==> src/rtl/cpu_multicycle_ctrl.sv <==
// cpu_multicycle_ctrl: multi-cycle control FSM for the 16-bit CPU.
// Sequences each instruction over FETCH/DECODE/EXEC/MEM/WB states.
// A single memory port is shared through a req/ready handshake.
// HALT, the illegal-opcode trap and the memory-timeout trap are sticky until reset.
//
// Ports:
//   Clock, Resetn            rising-edge clock, async active-low reset
//   opcode, zero             IR opcode field and ALU zero flag
//   mem_ready                memory completes the pending access this cycle
//   mem_req, mem_we, IorD    memory request, write enable, address select
//   IRWrite, PCWrite         IR / PC load enables (combinational: depend on mem_ready / zero)
//   PCSource, RegDst, ALUSrcA, ALUSrcB, ALUOp, MemToReg, RegWrite   datapath controls
//   halted, illegal, mem_err sticky status flags
//   state                    current state encoding, for debug
//   instr_retired, cycle_count   performance counters (only with CPU_PERF_CNT_EN)
//
// Optional feature macro: CPU_PERF_CNT_EN.
// Assumes OPCODE_W >= 4. MEM_TIMEOUT = 0 disables the memory timeout.
module cpu_multicycle_ctrl #(
  parameter int unsigned OPCODE_W    = 4,
  parameter int unsigned MEM_TIMEOUT = 15,
  parameter int unsigned ALUOP_W     = 2
) (
  input  logic                Clock,
  input  logic                Resetn,
  input  logic [OPCODE_W-1:0] opcode,
  input  logic                zero,
  input  logic                mem_ready,
  output logic                mem_req,
  output logic                mem_we,
  output logic                IorD,
  output logic                IRWrite,
  output logic                PCWrite,
  output logic [1:0]          PCSource,
  output logic                RegDst,
  output logic                ALUSrcA,
  output logic [1:0]          ALUSrcB,
  output logic [ALUOP_W-1:0]  ALUOp,
  output logic                MemToReg,
  output logic                RegWrite,
  output logic                halted,
  output logic                illegal,
  output logic                mem_err,
  output logic [3:0]          state
`ifdef CPU_PERF_CNT_EN
  ,
  output logic [31:0]         instr_retired,
  output logic [31:0]         cycle_count
`endif
);

  localparam int unsigned CNT_W = (MEM_TIMEOUT > 1) ? $clog2(MEM_TIMEOUT + 1) : 1;
  localparam bit          TO_EN = (MEM_TIMEOUT != 0);
  localparam logic [CNT_W-1:0] CNT_LAST = TO_EN ? CNT_W'(MEM_TIMEOUT - 1) : '0;

  localparam logic [OPCODE_W-1:0] OP_R    = OPCODE_W'(0);
  localparam logic [OPCODE_W-1:0] OP_ADDI = OPCODE_W'(1);
  localparam logic [OPCODE_W-1:0] OP_LW   = OPCODE_W'(2);
  localparam logic [OPCODE_W-1:0] OP_SW   = OPCODE_W'(3);
  localparam logic [OPCODE_W-1:0] OP_BEQ  = OPCODE_W'(4);
  localparam logic [OPCODE_W-1:0] OP_BNE  = OPCODE_W'(5);
  localparam logic [OPCODE_W-1:0] OP_JMP  = OPCODE_W'(6);
  localparam logic [OPCODE_W-1:0] OP_HALT = OPCODE_W'(15);

  typedef enum logic [3:0] {
    S_IDLE     = 4'd0,
    S_FETCH    = 4'd1,
    S_DECODE   = 4'd2,
    S_EXEC_R   = 4'd3,
    S_EXEC_I   = 4'd4,
    S_MEM_ADDR = 4'd5,
    S_MEM_RD   = 4'd6,
    S_MEM_WR   = 4'd7,
    S_WB_R     = 4'd8,
    S_WB_MEM   = 4'd9,
    S_BRANCH   = 4'd10,
    S_JUMP     = 4'd11,
    S_HALT     = 4'd12,
    S_TRAP     = 4'd13
  } state_t;

  state_t             state_q, next_state;
  logic [CNT_W-1:0]   wait_cnt_q;
  logic               in_mem_c, timeout_c;

  logic               mem_req_d, mem_we_d, IorD_d, RegDst_d, ALUSrcA_d;
  logic               MemToReg_d, RegWrite_d;
  logic [1:0]         PCSource_d, ALUSrcB_d;
  logic [ALUOP_W-1:0] ALUOp_d;

  // Next-state logic plus decode of the registered Moore outputs from the next state
  always_comb begin
    next_state = state_q;
    in_mem_c   = state_q inside {S_FETCH, S_MEM_RD, S_MEM_WR};
    // ready in the final allowed cycle still completes the access
    timeout_c  = TO_EN && in_mem_c && !mem_ready && (wait_cnt_q == CNT_LAST);

    case (state_q)
      S_IDLE:     next_state = S_FETCH;
      S_FETCH:    if (mem_ready) next_state = S_DECODE;
      S_DECODE: begin
        case (opcode)
          OP_R:           next_state = S_EXEC_R;
          OP_ADDI:        next_state = S_EXEC_I;
          OP_LW, OP_SW:   next_state = S_MEM_ADDR;
          OP_BEQ, OP_BNE: next_state = S_BRANCH;
          OP_JMP:         next_state = S_JUMP;
          OP_HALT:        next_state = S_HALT;
          default:        next_state = S_TRAP;
        endcase
      end
      S_EXEC_R, S_EXEC_I: next_state = S_WB_R;
      S_MEM_ADDR: next_state = (opcode == OP_LW) ? S_MEM_RD : S_MEM_WR;
      S_MEM_RD:   if (mem_ready) next_state = S_WB_MEM;
      S_MEM_WR:   if (mem_ready) next_state = S_FETCH;
      S_WB_R, S_WB_MEM, S_BRANCH, S_JUMP: next_state = S_FETCH;
      S_HALT:     next_state = S_HALT;
      S_TRAP:     next_state = S_TRAP;
      default:    next_state = S_IDLE;
    endcase
    if (timeout_c) next_state = S_TRAP;

    mem_req_d  = next_state inside {S_FETCH, S_MEM_RD, S_MEM_WR};
    mem_we_d   = (next_state == S_MEM_WR);
    IorD_d     = next_state inside {S_MEM_RD, S_MEM_WR};
    RegDst_d   = (next_state == S_WB_R) && (opcode == OP_R);
    ALUSrcA_d  = next_state inside {S_EXEC_R, S_EXEC_I, S_MEM_ADDR, S_BRANCH};
    MemToReg_d = (next_state == S_WB_MEM);
    RegWrite_d = next_state inside {S_WB_R, S_WB_MEM};

    PCSource_d = 2'b00;
    if (next_state == S_BRANCH) PCSource_d = 2'b01;
    if (next_state == S_JUMP)   PCSource_d = 2'b10;

    ALUSrcB_d = 2'b00;
    case (next_state)
      S_FETCH:              ALUSrcB_d = 2'b01;
      S_DECODE:             ALUSrcB_d = 2'b11;
      S_EXEC_I, S_MEM_ADDR: ALUSrcB_d = 2'b10;
      default:              ALUSrcB_d = 2'b00;
    endcase

    ALUOp_d = '0;
    if (next_state == S_EXEC_R) ALUOp_d = ALUOP_W'(2'b10);
    if (next_state == S_BRANCH) ALUOp_d = ALUOP_W'(2'b01);
  end

  // State register and memory wait counter
  always_ff @(posedge Clock or negedge Resetn) begin
    if (!Resetn) begin
      state_q    <= S_IDLE;
      wait_cnt_q <= '0;
    end else begin
      state_q <= next_state;
      if (next_state != state_q)
        wait_cnt_q <= '0;
      else if (TO_EN && in_mem_c && !mem_ready)
        wait_cnt_q <= wait_cnt_q + CNT_W'(1);
    end
  end

  // Registered datapath controls and sticky status flags
  always_ff @(posedge Clock or negedge Resetn) begin
    if (!Resetn) begin
      mem_req  <= 1'b0;
      mem_we   <= 1'b0;
      IorD     <= 1'b0;
      PCSource <= 2'b00;
      RegDst   <= 1'b0;
      ALUSrcA  <= 1'b0;
      ALUSrcB  <= 2'b00;
      ALUOp    <= '0;
      MemToReg <= 1'b0;
      RegWrite <= 1'b0;
      halted   <= 1'b0;
      illegal  <= 1'b0;
      mem_err  <= 1'b0;
    end else begin
      mem_req  <= mem_req_d;
      mem_we   <= mem_we_d;
      IorD     <= IorD_d;
      PCSource <= PCSource_d;
      RegDst   <= RegDst_d;
      ALUSrcA  <= ALUSrcA_d;
      ALUSrcB  <= ALUSrcB_d;
      ALUOp    <= ALUOp_d;
      MemToReg <= MemToReg_d;
      RegWrite <= RegWrite_d;
      halted   <= halted | (next_state == S_HALT);
      illegal  <= illegal | ((state_q == S_DECODE) && (next_state == S_TRAP));
      mem_err  <= mem_err | timeout_c;
    end
  end

  // Load enables that must react to mem_ready / zero within the same cycle
  assign IRWrite = (state_q == S_FETCH) && mem_ready;
  assign PCWrite = ((state_q == S_FETCH) && mem_ready) ||
                   (state_q == S_JUMP) ||
                   ((state_q == S_BRANCH) &&
                    (((opcode == OP_BEQ) && zero) || ((opcode == OP_BNE) && !zero)));

  assign state = state_q;

`ifdef CPU_PERF_CNT_EN
  // Active-cycle and retired-instruction counters, free-running with wrap
  always_ff @(posedge Clock or negedge Resetn) begin
    if (!Resetn) begin
      instr_retired <= '0;
      cycle_count   <= '0;
    end else begin
      if (!(state_q inside {S_IDLE, S_HALT, S_TRAP}))
        cycle_count <= cycle_count + 32'd1;
      if ((next_state == S_FETCH) &&
          (state_q inside {S_WB_R, S_WB_MEM, S_MEM_WR, S_BRANCH, S_JUMP}))
        instr_retired <= instr_retired + 32'd1;
    end
  end
`endif

endmodule

==> config.mk <==
export PLATFORM = sky130hd
export DESIGN_NAME = cpu_multicycle_ctrl
export DESIGN_NICKNAME = d
export VERILOG_FILES = /design/src/rtl/cpu_multicycle_ctrl.sv
export SDC_FILE = /design/constraint.sdc
export NUM_CORES = 1
export LEC_CHECK = 0
export CAP_MARGIN = 20
export CELL_PAD_IN_SITES_DETAIL_PLACEMENT = 1
export CELL_PAD_IN_SITES_GLOBAL_PLACEMENT = 2
export CORE_MARGIN = 2
export CORE_UTILIZATION = 25
export DETAILED_ROUTE_END_ITERATION = 12
export DONT_BUFFER_PORTS = 1
export PLACE_DENSITY_LB_ADDON = 0.3
export SETUP_SLACK_MARGIN = 0.02
export SLEW_MARGIN = 20
export SYNTH_ARGS = -nofsm -noshare
export SYNTH_HDL_FRONTEND = slang
export SYNTH_SLANG_ARGS = --single-unit
==> constraint.sdc <==
create_clock -name Clock -period 2.9 [get_ports Clock]
set_clock_uncertainty 0.2 [all_clocks]
set_input_delay 0.87 -clock Clock [delete_from_list [all_inputs] [get_ports Clock]]
set_output_delay 0.87 -clock Clock [all_outputs]
set_load 0.02 [all_outputs]
==> impl_metrics.tcl, run 1 <==
set metrics [dict create \
    cts_tree "yes" \
    slew_violations 0 \
    worst-slew-pin-transition_ns 0.830 \
    worst_voltage_drop_across_the_vdd_grid_mv 0.265 \
    final_layout_size_suffix_gt1_frac 0.167 \
    met1_usage 0.169 \
    critical-path-max-stage-delay_ns 0.29 \
    finalCriticalPeriod_ns 2.78 \
    crit_chain "nor3b_1, a21oi_1, nor2_1, a31oi_1, nor2_1, buf_4" \
    first_pass_grt_wire_length_mm 6.46 \
    final_hold_viol_count 0 \
    port_buffers 0 \
    yosys.cell_types.count 40 \
    syn-mean-instance-area_sq_um 9.48 \
    globalRouteMet3Util 0.0388 \
    yosys_warnings 0 \
    swShare 0.489 \
    worstPathMaxFanout 7 \
    cellPowerDensity_nw_per_um2 1100 \
    number_of_max_capacitance_violations_reported 0 \
    cts_buffer_depth 2 \
    timing.fmax_mhz 360 \
    slew_headroom 0.439 \
    syn_to_final_growth_pct 13.8 \
    post_cts_hold_buffer_count 0 \
    mostFrequentLayoutCell "dfrtp_1" \
    postSynthRegisterBits 24 \
    kind_of_end_point_of_the_critical_path "output port" \
    placementRows 26 \
    power.net_switching_mw 0.817 \
    clk_root_buffer_cell "clkbuf_8" \
    cts-buffers-inserted 3 \
    core_area_sq_um 5140 \
    synth_edf_count 0 \
    io_pins 30 \
    chipHeight_microns 77.1 \
    ys_async_sr_fraction 1.00 \
    grt_use_total 0.137 \
    drt_iter0_markers 70 \
    power.leakage_nw 0.655 \
    drt-wirelength-per-cell_microns 17.0 \
    dominantRegCellSynth "dfrtp_1" \
    worst_path_max_delay_cell "nor3b_1" \
    gp_routability_congestion 0.826 \
    leading_cell_types_in_the_layout_fill_and_taps_excluded "dfrtp_1, nand2_1, nor3_1, nor2_1, buf_4" \
    count_of_mapped_cells_out_of_synthesis 141 \
    critical_path.reg2reg.startpoint "state[3]" \
    dieArea_sq_um 5950 \
    die_w_microns 77.1 \
    power.internal_mw 0.855 \
    critical_path_class "in2out" \
    start_util 0.260 \
    run_status "completed" \
    syn_nets 151 \
    cp-start-kind "input pin" \
    route.detailed.drc 0 \
    fin_tns_setup_ns 0 \
    vias_in_the_first_global_route 1241 \
    insertion_delay_ns 0.27 \
    p_clk_frac 0.118 \
    drtAntennaViolNets 0 \
    p_comb_frac 0.524 \
    grt_max_degree 25 \
    period_share 0.957 \
    detailed_place_hpwl_mm 2.81 \
    final-setup-viol-count 0 \
    hp-class "in2async" \
    power_frac_seq 0.358 \
    cts_post_setup_buffers_inserted 0 \
    cts.htree.levels 1 \
    critPathRequiredTime_ns 1.83 \
    cts.sink_count 24 \
    seq_area_frac_synth 0.449 \
    vias 1120 \
    finalCoreUtilization 0.296 \
    gr-total-overflow 0 \
    worstPathArrival_ns 1.71 \
    synthesis.area_sq_um 1340 \
    worst_setup_hold_path_clk_slew_ns 0.09 \
    crit_path_frequent_cell "nor2_1" \
    ctsResizeCount 0 \
    wirelength_mm 3.73 \
    rsz0062_at_grt "no" \
    nNetsFinal 162 \
    grt.busiest_layer "met2" \
    cp-startpoint "opcode[3]" \
    grt.met2_usage 0.235 \
    antennaDiodeCount 0 \
    fillerInstances 628 \
    number_of_antenna_violations_at_the_first_check_in_global_routing 0 \
    first_pass_iters 4 \
    avgViaCountPerCell 5.09 \
]
## cell families (layout without fill, tap and decap cells)
group,count (synthesis),in the layout,share of synthesized area
mux,1,1,0.0112
simple gates,66,66,0.280
compound gates,32,32,0.177
flops,24,24,0.449
xor+xnor,4,4,0.0262
fa+ha+maj,2,2,0.0187
buf+inv,12,21,0.0375
## flip-flops by register name, summed over array words and instances (netlist names), 2 cells and up
signal,count
PCSource,2
ALUSrcB,2
ALUOp,2
state,4
wait_cnt_q,4
## synthesized netlist by cell type (2+ instances only)
library cell  count  area share
a21oi_1           8       0.030
a31oi_1           2      0.0094
and2_1            2      0.0094
and3_1            2      0.0094
and4_1            3       0.020
buf_2             4       0.015
dfrtp_1          24        0.45
ha_1              2       0.019
inv_1             8       0.022
nand2_1          14       0.039
nand2b_1          2      0.0094
nand3_1           3       0.011
nand4_1           2      0.0094
nor2_1           11       0.031
nor2b_1           4       0.019
nor3_1           12       0.045
nor3b_1           4       0.022
o21ai_0           8       0.030
o31ai_1           3       0.017
xnor2_1           3       0.020
## final timing paths
| kind | slack, ns | to | depth (start not counted) |
|---|---|---|---|
| max | 0.12 | PCWrite | 6 |
| min | 0.09 | RegDst | 0 |
| max reg2reg | 0.29 | ALUSrcB[0] | 5 |
| min reg2reg | 0.39 | wait_cnt_q[3] | 2 |
| max in group asynchronous | 2.33 | mem_we | 0 |
| min in group Clock | 0.39 | wait_cnt_q[3] | 2 |
## critical path, delay by kind of cell
family	cells	cell delay, ns
buffers and inverters	1	0.15
AO/OA/AOI/OAI	2	0.18
AND/OR/NAND/NOR	3	0.51
## power groups by stage
stage          clock [mW]  sequential [mW]  combinational, mW
2_1_floorplan           0            0.594              0.624
3_3_place_gp            0            0.603              0.875
3_5_place_dp            0            0.608              0.875
4_1_cts             0.210            0.601              0.880
5_1_grt             0.228            0.614              0.969
6_report            0.197            0.599              0.876
## metal layers
layer | vias to the layer above | wire, microns
met4 | 0 | 61
met2 | 25 | 1860
met5 | - | 0
li1 | 528 | -
met1 | 559 | 1610
met3 | 8 | 200
## area by class of cell
class / instances / area (sq um) / area share
inverters: 8 / 30.0 / 0.0198
well taps: 70 / 87.6 / 0.0576
repair buffers: 10 / 75.1 / 0.0494
multi-input cells: 105 / 686 / 0.451
clock buffers: 3 / 41.3 / 0.0272
flip-flops and latches: 24 / 601 / 0.395
## per-stage QoR
| step | hold slack (ns) | area (sq um) | total power [mW] | worst slack, ns | std cells |
|---|---|---|---|---|---|
| 3_3_place_gp | 0.369 | 1480 | 1.48 | 0.233 | 217 |
| 6_report | 0.0860 | 1520 | 1.67 | 0.125 | 220 |
| 2_1_floorplan | 0.337 | 1340 | 1.22 | 0.0522 | 141 |
| 3_5_place_dp | 0.370 | 1480 | 1.48 | 0.115 | 217 |
| 4_1_cts | 0.0780 | 1520 | 1.69 | 0.116 | 220 |
| 5_1_grt | 0.0627 | 1520 | 1.81 | 0.0384 | 220 |
Power figures use the tool's default switching activity.
==> run 2, diff against run 1 <==
HOLD_SLACK_MARGIN = 0.1   (was not set)
==> run 2 against run 1 <==
  * Total power is 0.41% higher
  * Via count is 0.54% lower
  * Count of clock-buffer cells in the layout stayed put
  * Critical path type unchanged
  * Worst setup slack worse by 0.0012 ns
  * Flip-flop and latch count stayed put
  * Highest routed layer unchanged
  * Largest power group unchanged
  * Wire length is 0.40% lower
  * Core utilization is 0.39 points higher
  * Design area is 1.3% higher
  * Sequential power hardly changed
  * Global-route usage is 0.075 points higher
  * Clock power hardly changed
==> impl_metrics.tcl, run 2 (synthesis results as in run 1) <==
set metrics [dict create \
    run_status "completed" \
    period_share 0.957 \
    first_pass_grt_wire_length_mm 6.50 \
    cellPowerDensity_nw_per_um2 1090 \
    timing.fmax_mhz 360 \
    grt.busiest_layer "met2" \
    worst_voltage_drop_across_the_vdd_grid_mv 0.264 \
    route.detailed.drc 0 \
    insertion_delay_ns 0.26 \
    swShare 0.489 \
    number_of_max_capacitance_violations_reported 0 \
    final-setup-viol-count 0 \
    clk_root_buffer_cell "clkbuf_8" \
    kind_of_end_point_of_the_critical_path "output port" \
    hp-class "in2async" \
    grt.met2_usage 0.237 \
    wirelength_mm 3.72 \
    detailed_place_hpwl_mm 2.81 \
    vias 1114 \
    power.net_switching_mw 0.821 \
    worst-slew-pin-transition_ns 0.825 \
    avgViaCountPerCell 5.04 \
    cts.htree.levels 1 \
    p_clk_frac 0.117 \
    finalCriticalPeriod_ns 2.78 \
    core_area_sq_um 5140 \
    syn_to_final_growth_pct 15.3 \
    drt_iter0_markers 67 \
    critical_path_class "in2out" \
    slew_violations 0 \
    io_pins 30 \
    p_comb_frac 0.527 \
    gr-total-overflow 0 \
    power_frac_seq 0.356 \
    leading_cell_types_in_the_layout_fill_and_taps_excluded "dfrtp_1, nand2_1, nor3_1, nor2_1, buf_4" \
    grt_max_degree 25 \
    rsz0062_at_grt "no" \
    cp-start-kind "input pin" \
    drtAntennaViolNets 0 \
    final_hold_viol_count 0 \
    cts_buffer_depth 2 \
    placementRows 26 \
    gp_routability_congestion 0.826 \
    number_of_antenna_violations_at_the_first_check_in_global_routing 0 \
    final_layout_size_suffix_gt1_frac 0.172 \
    worstPathMaxFanout 7 \
    grt_use_total 0.138 \
    slew_headroom 0.443 \
    met1_usage 0.169 \
    fin_tns_setup_ns 0 \
    nNetsFinal 163 \
    start_util 0.260 \
    power.internal_mw 0.858 \
    power.leakage_nw 0.665 \
    first_pass_iters 4 \
    critPathRequiredTime_ns 1.83 \
    total_power_mw 1.68 \
    chipHeight_microns 77.1 \
    worst_setup_hold_path_clk_slew_ns 0.08 \
    worstPathArrival_ns 1.71 \
    die_w_microns 77.1 \
    post_dp_cell_area_sq_um 1480 \
    mostFrequentLayoutCell "dfrtp_1" \
    globalRouteMet3Util 0.0400 \
    antennaDiodeCount 0 \
    hold_slack_ns 0.208 \
    vias_in_the_first_global_route 1247 \
    drt-wirelength-per-cell_microns 16.8 \
    dieArea_sq_um 5950 \
    cts_tree "yes" \
    post-route-cell-area_sq_um 1540 \
    port_buffers 0 \
    cts.sink_count 24 \
    cts-buffers-inserted 3 \
]
==> run 2: cell types whose count changed in the layout (fill, tap and decap cells not counted) <==
cell,previous run,this run
buf_12,0,1
==> run 2: stage by stage <==
stage / std cells / worst slack (ns) / util
3_3_place_gp: 217 / 0.233 / 0.288
3_5_place_dp: 217 / 0.115 / 0.288
6_report: 221 / 0.124 / 0.300
5_1_grt: 221 / 0.0384 / 0.300
4_1_cts: 221 / 0.116 / 0.300
2_1_floorplan: 141 / 0.0522 / -
==> run 2: path summary, 6_finish.rpt <==
kind                                    start             to  slack [ns]  depth (start not counted)
worst max-delay path                opcode[3]        PCWrite        0.12                          6
worst min-delay path                   Resetn         RegDst        0.21                          1
worst max register to register       state[3]     ALUSrcB[0]        0.29                          5
worst min register to register  wait_cnt_q[3]  wait_cnt_q[3]        0.39                          2
max in group asynchronous              Resetn         mem_we        2.14                          1
min in group Clock              wait_cnt_q[3]  wait_cnt_q[3]        0.39                          2
==> run 2: worst max-delay path, stage by stage <==
cell,delay [ns]
nor3b_1,0.29
a21oi_1,0.13
nor2_1,0.12
a31oi_1,0.05
nor2_1,0.10
buf_4,0.15
==> run 2: power by group through the flow <==
stage | combinational [mW] | sequential, mW | clock [mW]
2_1_floorplan | 0.624 | 0.594 | 0
3_3_place_gp | 0.875 | 0.603 | 0
3_5_place_dp | 0.875 | 0.608 | 0
4_1_cts | 0.890 | 0.601 | 0.210
5_1_grt | 0.980 | 0.614 | 0.228
6_report | 0.885 | 0.598 | 0.196
==> run 2: cell type report <==
type / count / area, sq um
fillers: 626 / 3600
inverters: 8 / 30.0
clock buffers: 3 / 41.3
flip-flops and latches: 24 / 601
multi-input cells: 105 / 686
repair buffers: 11 / 95.1
well taps: 70 / 87.6
==> run 2: what timing repair did <==
action,in CTS,in global routing
hold endpoints to repair,24,0
setup endpoints to repair,0,0
hold buffers,1,0
resized for setup,0,0
buffers inserted,0,0
==> run 2: per-layer routing <==
metal / share of wire / up-vias / routed length [microns]
met4: 0.012 / 0 / 44
met1: 0.43 / 556 / 1620
li1: - / 527 / -
met5: 0 / - / 0
met2: 0.50 / 25 / 1870
met3: 0.050 / 6 / 185
==> run 3, diff against run 2 <==
CTS_CLUSTER_DIAMETER = 40   (was not set)
==> results of run 3 <==
Same layout as run 2: the final DEF is identical, and so are final timing and power.
